--- src/rtl/uart_tx_arbiter.sv ---
// Round-robin arbiter that merges several byte-stream requesters onto one UART
// serializer. It grants whole messages and inserts a fixed idle gap between them.
module uart_tx_arbiter #(
    parameter int NUM_REQ     = 3,
    parameter int MAX_MSG_LEN = 72,
    parameter int GAP_CYCLES  = 234,
    parameter int STALL_MAX   = 4096
) (
    input  logic                   clk,
    input  logic                   rst_n,
    input  logic [NUM_REQ-1:0]     req_valid,
    input  logic [8*NUM_REQ-1:0]   req_data,
    input  logic [NUM_REQ-1:0]     req_last,
    output logic [NUM_REQ-1:0]     req_ready,
    output logic                   tx_valid,
    output logic [7:0]             tx_data,
    input  logic                   tx_ready,
    output logic [NUM_REQ-1:0]     grant,
    output logic                   busy,
    output logic                   trunc_err,
    output logic                   stall_err,
    output logic [1:0]             err_src
);
    localparam int IW = $clog2(NUM_REQ);
    localparam int SW = $clog2(STALL_MAX + 1);
    localparam int GW = $clog2(GAP_CYCLES + 2);

    typedef enum logic [1:0] {IDLE, XFER, GAP} state_t;

    state_t          state;
    logic [IW-1:0]   own;
    logic [IW-1:0]   ptr;
    logic [IW-1:0]   win;
    logic            found;
    logic [7:0]      byte_cnt;
    logic [SW-1:0]   stall_cnt;
    logic [GW-1:0]   gap_cnt;
    logic            in_xfer;
    logic            own_valid;
    logic            own_last;
    logic            xfer_fire;
    logic            len_hit;
    logic            stall_hit;

    // Search starts just after the last owner so every requester gets a turn.
    always_comb begin
        found = 1'b0;
        win   = ptr;
        for (int k = 1; k <= NUM_REQ; k++) begin
            if (!found && req_valid[IW'((int'(ptr) + k) % NUM_REQ)]) begin
                found = 1'b1;
                win   = IW'((int'(ptr) + k) % NUM_REQ);
            end
        end
    end

    assign in_xfer   = (state == XFER);
    assign own_valid = req_valid[own];
    assign own_last  = req_last[own];
    assign tx_valid  = in_xfer && own_valid;
    assign tx_data   = in_xfer ? req_data[8*own +: 8] : 8'h00;
    assign xfer_fire = tx_valid && tx_ready;
    assign len_hit   = (byte_cnt == 8'(MAX_MSG_LEN - 1));
    assign stall_hit = in_xfer && !own_valid && (stall_cnt == SW'(STALL_MAX - 1));

    always_comb begin
        req_ready      = '0;
        req_ready[own] = in_xfer && tx_ready && own_valid;
    end

    always_ff @(posedge clk or negedge rst_n) begin
        if (!rst_n) begin
            state     <= IDLE;
            grant     <= '0;
            own       <= '0;
            ptr       <= IW'(NUM_REQ - 1);
            byte_cnt  <= '0;
            stall_cnt <= '0;
            gap_cnt   <= '0;
            busy      <= 1'b0;
            trunc_err <= 1'b0;
            stall_err <= 1'b0;
            err_src   <= '0;
        end else begin
            trunc_err <= 1'b0;
            stall_err <= 1'b0;
            case (state)
                IDLE: begin
                    if (found) begin
                        state     <= XFER;
                        grant     <= NUM_REQ'(1) << win;
                        own       <= win;
                        busy      <= 1'b1;
                        byte_cnt  <= '0;
                        stall_cnt <= '0;
                    end
                end
                XFER: begin
                    stall_cnt <= own_valid ? '0 : stall_cnt + 1'b1;
                    if (xfer_fire)
                        byte_cnt <= byte_cnt + 8'd1;
                    if ((xfer_fire && (own_last || len_hit)) || stall_hit) begin
                        ptr     <= own;
                        grant   <= '0;
                        gap_cnt <= '0;
                        if (GAP_CYCLES == 0) begin
                            state <= IDLE;
                            busy  <= 1'b0;
                        end else begin
                            state <= GAP;
                        end
                        // A real last byte wins over the length limit.
                        if (stall_hit) begin
                            stall_err <= 1'b1;
                            err_src   <= 2'(own);
                        end else if (!own_last) begin
                            trunc_err <= 1'b1;
                            err_src   <= 2'(own);
                        end
                    end
                end
                GAP: begin
                    gap_cnt <= gap_cnt + 1'b1;
                    if (gap_cnt == GW'(GAP_CYCLES - 1)) begin
                        state <= IDLE;
                        busy  <= 1'b0;
                    end
                end
                default: state <= IDLE;
            endcase
        end
    end
endmodule

--- config.mk ---
export PLATFORM = sky130hd
export DESIGN_NAME = uart_tx_arbiter
export DESIGN_NICKNAME = d
export VERILOG_FILES = /design/src/rtl/uart_tx_arbiter.sv
export SDC_FILE = /design/constraint.sdc
export NUM_CORES = 1
export LEC_CHECK = 0
export CAP_MARGIN = 20
export CORE_MARGIN = 5
export CORE_UTILIZATION = 25
export CTS_CLUSTER_DIAMETER = 200
export DETAILED_ROUTE_END_ITERATION = 10
export SETUP_SLACK_MARGIN = 0.4
export SLEW_MARGIN = 40
export SYNTH_ARGS = -nofsm -noshare
export SYNTH_HDL_FRONTEND = slang
export SYNTH_SLANG_ARGS = --single-unit
--- constraint.sdc ---
create_clock -name clk -period 3.09 [get_ports clk]
set_input_delay 0.618 -clock clk [delete_from_list [all_inputs] [get_ports clk]]
set_output_delay 0.618 -clock clk [all_outputs]
set_load 0.05 [all_outputs]
==> key figures <==
Layout
  – Antenna cell count: 0
  – Multi-input gate area: 1470 um2
  – Sequential Area: 1080 um2
  – Fin cells: roughly 500
  – Fill cells: 1040
  – Most frequent cells in the layout: nor2_1, dfrtp_1, clkdlybuf4s50_1, nand2_1, buf_4
  – Area delta synth->final: 35.8%
  – Most common cell after layout, fill and taps aside: nor2_1
  – Fraction of layout instances using a drive strength above 1: between 10 and 15%
  – Nets: about 400

Run
  – Max-cap violations: 0

Place
  – Worst slack, placed: 0.162 ns
  – Port-buffer cells: 52
  – HPWL Detailed: 4900 um
  – Cells after DPL: 487
  – Placer Congestion: 0.893

Timing
  – RSZ-0062 raised after global routing: false
  – Fmax: around 390 MHz
  – Clock skew: 0.00682 ns
  – Post-route setup slack: between 0.5 and 0.6 ns
  – Least-Margin Pin Slew: 0.651 ns
  – Final setup fails: 0
  – Worst relative slew slack: 56.2%
  – Final Hold Viols: 0
  – Setup TNS: 0 ns
  – Max-slew violations: 0
  – Period utilization: 83.8%
  – Hold_ws: 0.309 ns
  – Final min period: 2.59 ns

Drt
  – Via/cell ratio: approximately 4.8
  – Final WL: 6430 um
  – Remaining design rule violation count: 0
  – DRT iter0 DRCs: 103
  – Routed Antenna Nets: 0
  – Drt wl/cell: 13.0 um
  – Drt pass-1 iters: 4
  – Routed vias: 2363

Pwr
  – Comb power frac: between 50 and 60%
  – Peak VDD IR: 379 uV
  – Pwr Total: slightly above 3 mW
  – Clock group share of total power: 14.7%
  – Pint: 1.63 mW
  – Leak: between 1 and 1.5 nW
  – Switching pwr: 1.43 mW
  – PwrDens: 871 nW/um2
  – Seq pwr share: 27.4%
  – Net Sw Frac: a little under half

Yosys
  – Seq/Total Area, Yosys: 41.7%
  – Post-synth top flop: dfrtp_1
  – Syn avg cell area: 8.72 um2
  – Async set or reset register ratio after synthesis: 100%
  – Synthesized Nets: 336
  – Post-synth cell types: 51
  – Synthesized flop and latch total: 43
  – Synth area leaders: dfrtp_1, nor2_1, mux2i_1
  – Syn Inst Count: 296
  – Top cell type's share of synthesized area: 40.7%
  – Number of flops mapped to enable cells by yosys: 0
  – Syn. warnings: 0
  – Post-synth design cell area: 2580 um2
  – Largest area contributor in the netlist: dfrtp_1

Clocking
  – Inserted Clock Buffers: 5
  – Post-CTS Setup Inserts: 0
  – CTS Hold Bufs: 0
  – Max Root-Sink Buffers: 2
  – H-tree levels: 2
  – CTS Root Cell: clkbuf_8
  – Clk sinks: 43
  – Insertion delay to the later sink of the worst-skew pair: just under 0.3 ns
  – Clock-pin transition on the worst setup and hold timing paths: 0.08 ns
  – CTS tree: built

Floorplan
  – Starting Density: approximately a quarter
  – IO Count: 53
  – Die area: ~12000 um2
  – Die Ht: 112 um
  – CORE AREA: 10200 um2
  – Rows: 37
  – Width of the die: between 100 and 150 um

Global routing
  – Largest net degree at the start of global routing: 44
  – Initial antenna violation count: 0
  – Vias in the first global route: 2230
  – Overflow left after global routing: 0
  – Global-route wire length before repair: between 10000 and 15000 um
  – Total track usage: 10.2%

Setup path
  – WP data required: 2.47 ns
  – Crit Path Category: input port to output pin
  – CP Launch Type: input port
  – CP endpoint kind: output pin
  – Crit path DAT: between 1.5 and 2 ns
  – Max Fanout on Critical Path: 4

Run status
  – Status: complete, no violations

Hold path
  – Worst hold path class: input port to async pin
-- worst max-delay path, cell delays in order --
cell	delay [ns]
clkdlybuf4s50_1	0.51
nand3b_1	0.17
o21ai_2	0.14
nand3_4	0.13
nor3b_4	0.23
buf_12	0.16
-- metrics by stage --
step	area, um2	util [%]
2_1_floorplan	2590	-
3_3_place_gp	3350	32.9
3_5_place_dp	3350	32.9
4_1_cts	3510	34.4
5_1_grt	3510	34.4
6_report	3510	34.4
-- sequential cells by signal, indices dropped and copies added (netlist names) --
name and cells:
grant 3, byte_cnt 8, own 2, stall_err 1, err_src 2, trunc_err 1
stall_cnt 13, gap_cnt 8, ptr 2, state 2, busy 1
-- what timing repair did --
| item | CTS | global route |
|---|---|---|
| pin swaps | 2 | 0 |
| gates resized for setup | 10 | 1 |
| setup endpoints to repair | 4 | 1 |
-- Yosys cell counts, types with 3 or more instances --
cell type  count
nor2_1        45
a22o_1         3
nor3_1         8
nor4_1         6
ha_1           7
mux2i_1       12
o22ai_1        3
xnor2_1        9
nor2b_1        4
nand3b_1       3
o21ai_0        8
nand4_1        7
nand3_1       10
nand2_1       26
a21oi_1       18
a31oi_1        5
clkbuf_1       6
o21ai_1       20
dfrtp_1       42
buf_2          3
mux2_1         4
inv_1          9
o21a_1         3
-- area by class of cell --
| cell class | count | share of cell area, % |
|---|---|---|
| multi-input cells | 232 | 41.8 |
| flip-flops and latches | 43 | 30.8 |
| repair buffers | 65 | 18.1 |
| well taps | 136 | 4.85 |
| clock buffers | 6 | 2.35 |
| inverters | 11 | 1.18 |
| clock inverters | 2 | 0.999 |
-- power groups by stage --
stage	Sequential, mW	Combinational (mW)	Clock, mW
floorplan	0.889	1.12	0
global placement	0.841	1.72	0
detailed placement	0.846	1.75	0
CTS	0.838	1.78	0.461
global route	0.861	1.92	0.486
finish	0.838	1.77	0.450
-- kinds of logic (layout without fill, tap and decap cells) --
logic type	Yosys count	after routing	share of synthesized area (%)
and+or+nand+nor	121	121	22.2
AOI/OAI and AO/OA	76	76	18.7
DFF	43	43	41.7
buffers and inverters	21	84	3.20
muxes	18	18	7.41
xor gates and xnor gates	10	10	3.39
adders and majority gates	7	7	3.39
-- metal layers --
layer	vias to the layer above	part of all wire [%]	track usage, %	wire length, um
met5	-	0	0	0
met3	6	4.2	2.50	269
met4	0	0.79	1.70	51
met2	50	47	17.1	3020
met1	1121	48	13.5	3090
li1	1186	-	-	-
-- final timing paths --
kind	startpoint	endpoint	slack, ns	depth (start not counted)
setup / recovery	req_valid[1]	req_ready[2]	0.50	6
min in group clk	stall_cnt[11]	stall_cnt[11]	0.49	1
hold / removal	rst_n	stall_err	0.31	1
setup reg to reg	ptr[1]	own[1]	0.72	7
hold reg to reg	stall_cnt[11]	stall_cnt[11]	0.49	1
max in group asynchronous	rst_n	own[1]	2.38	1
Power figures use the tool's default switching activity.
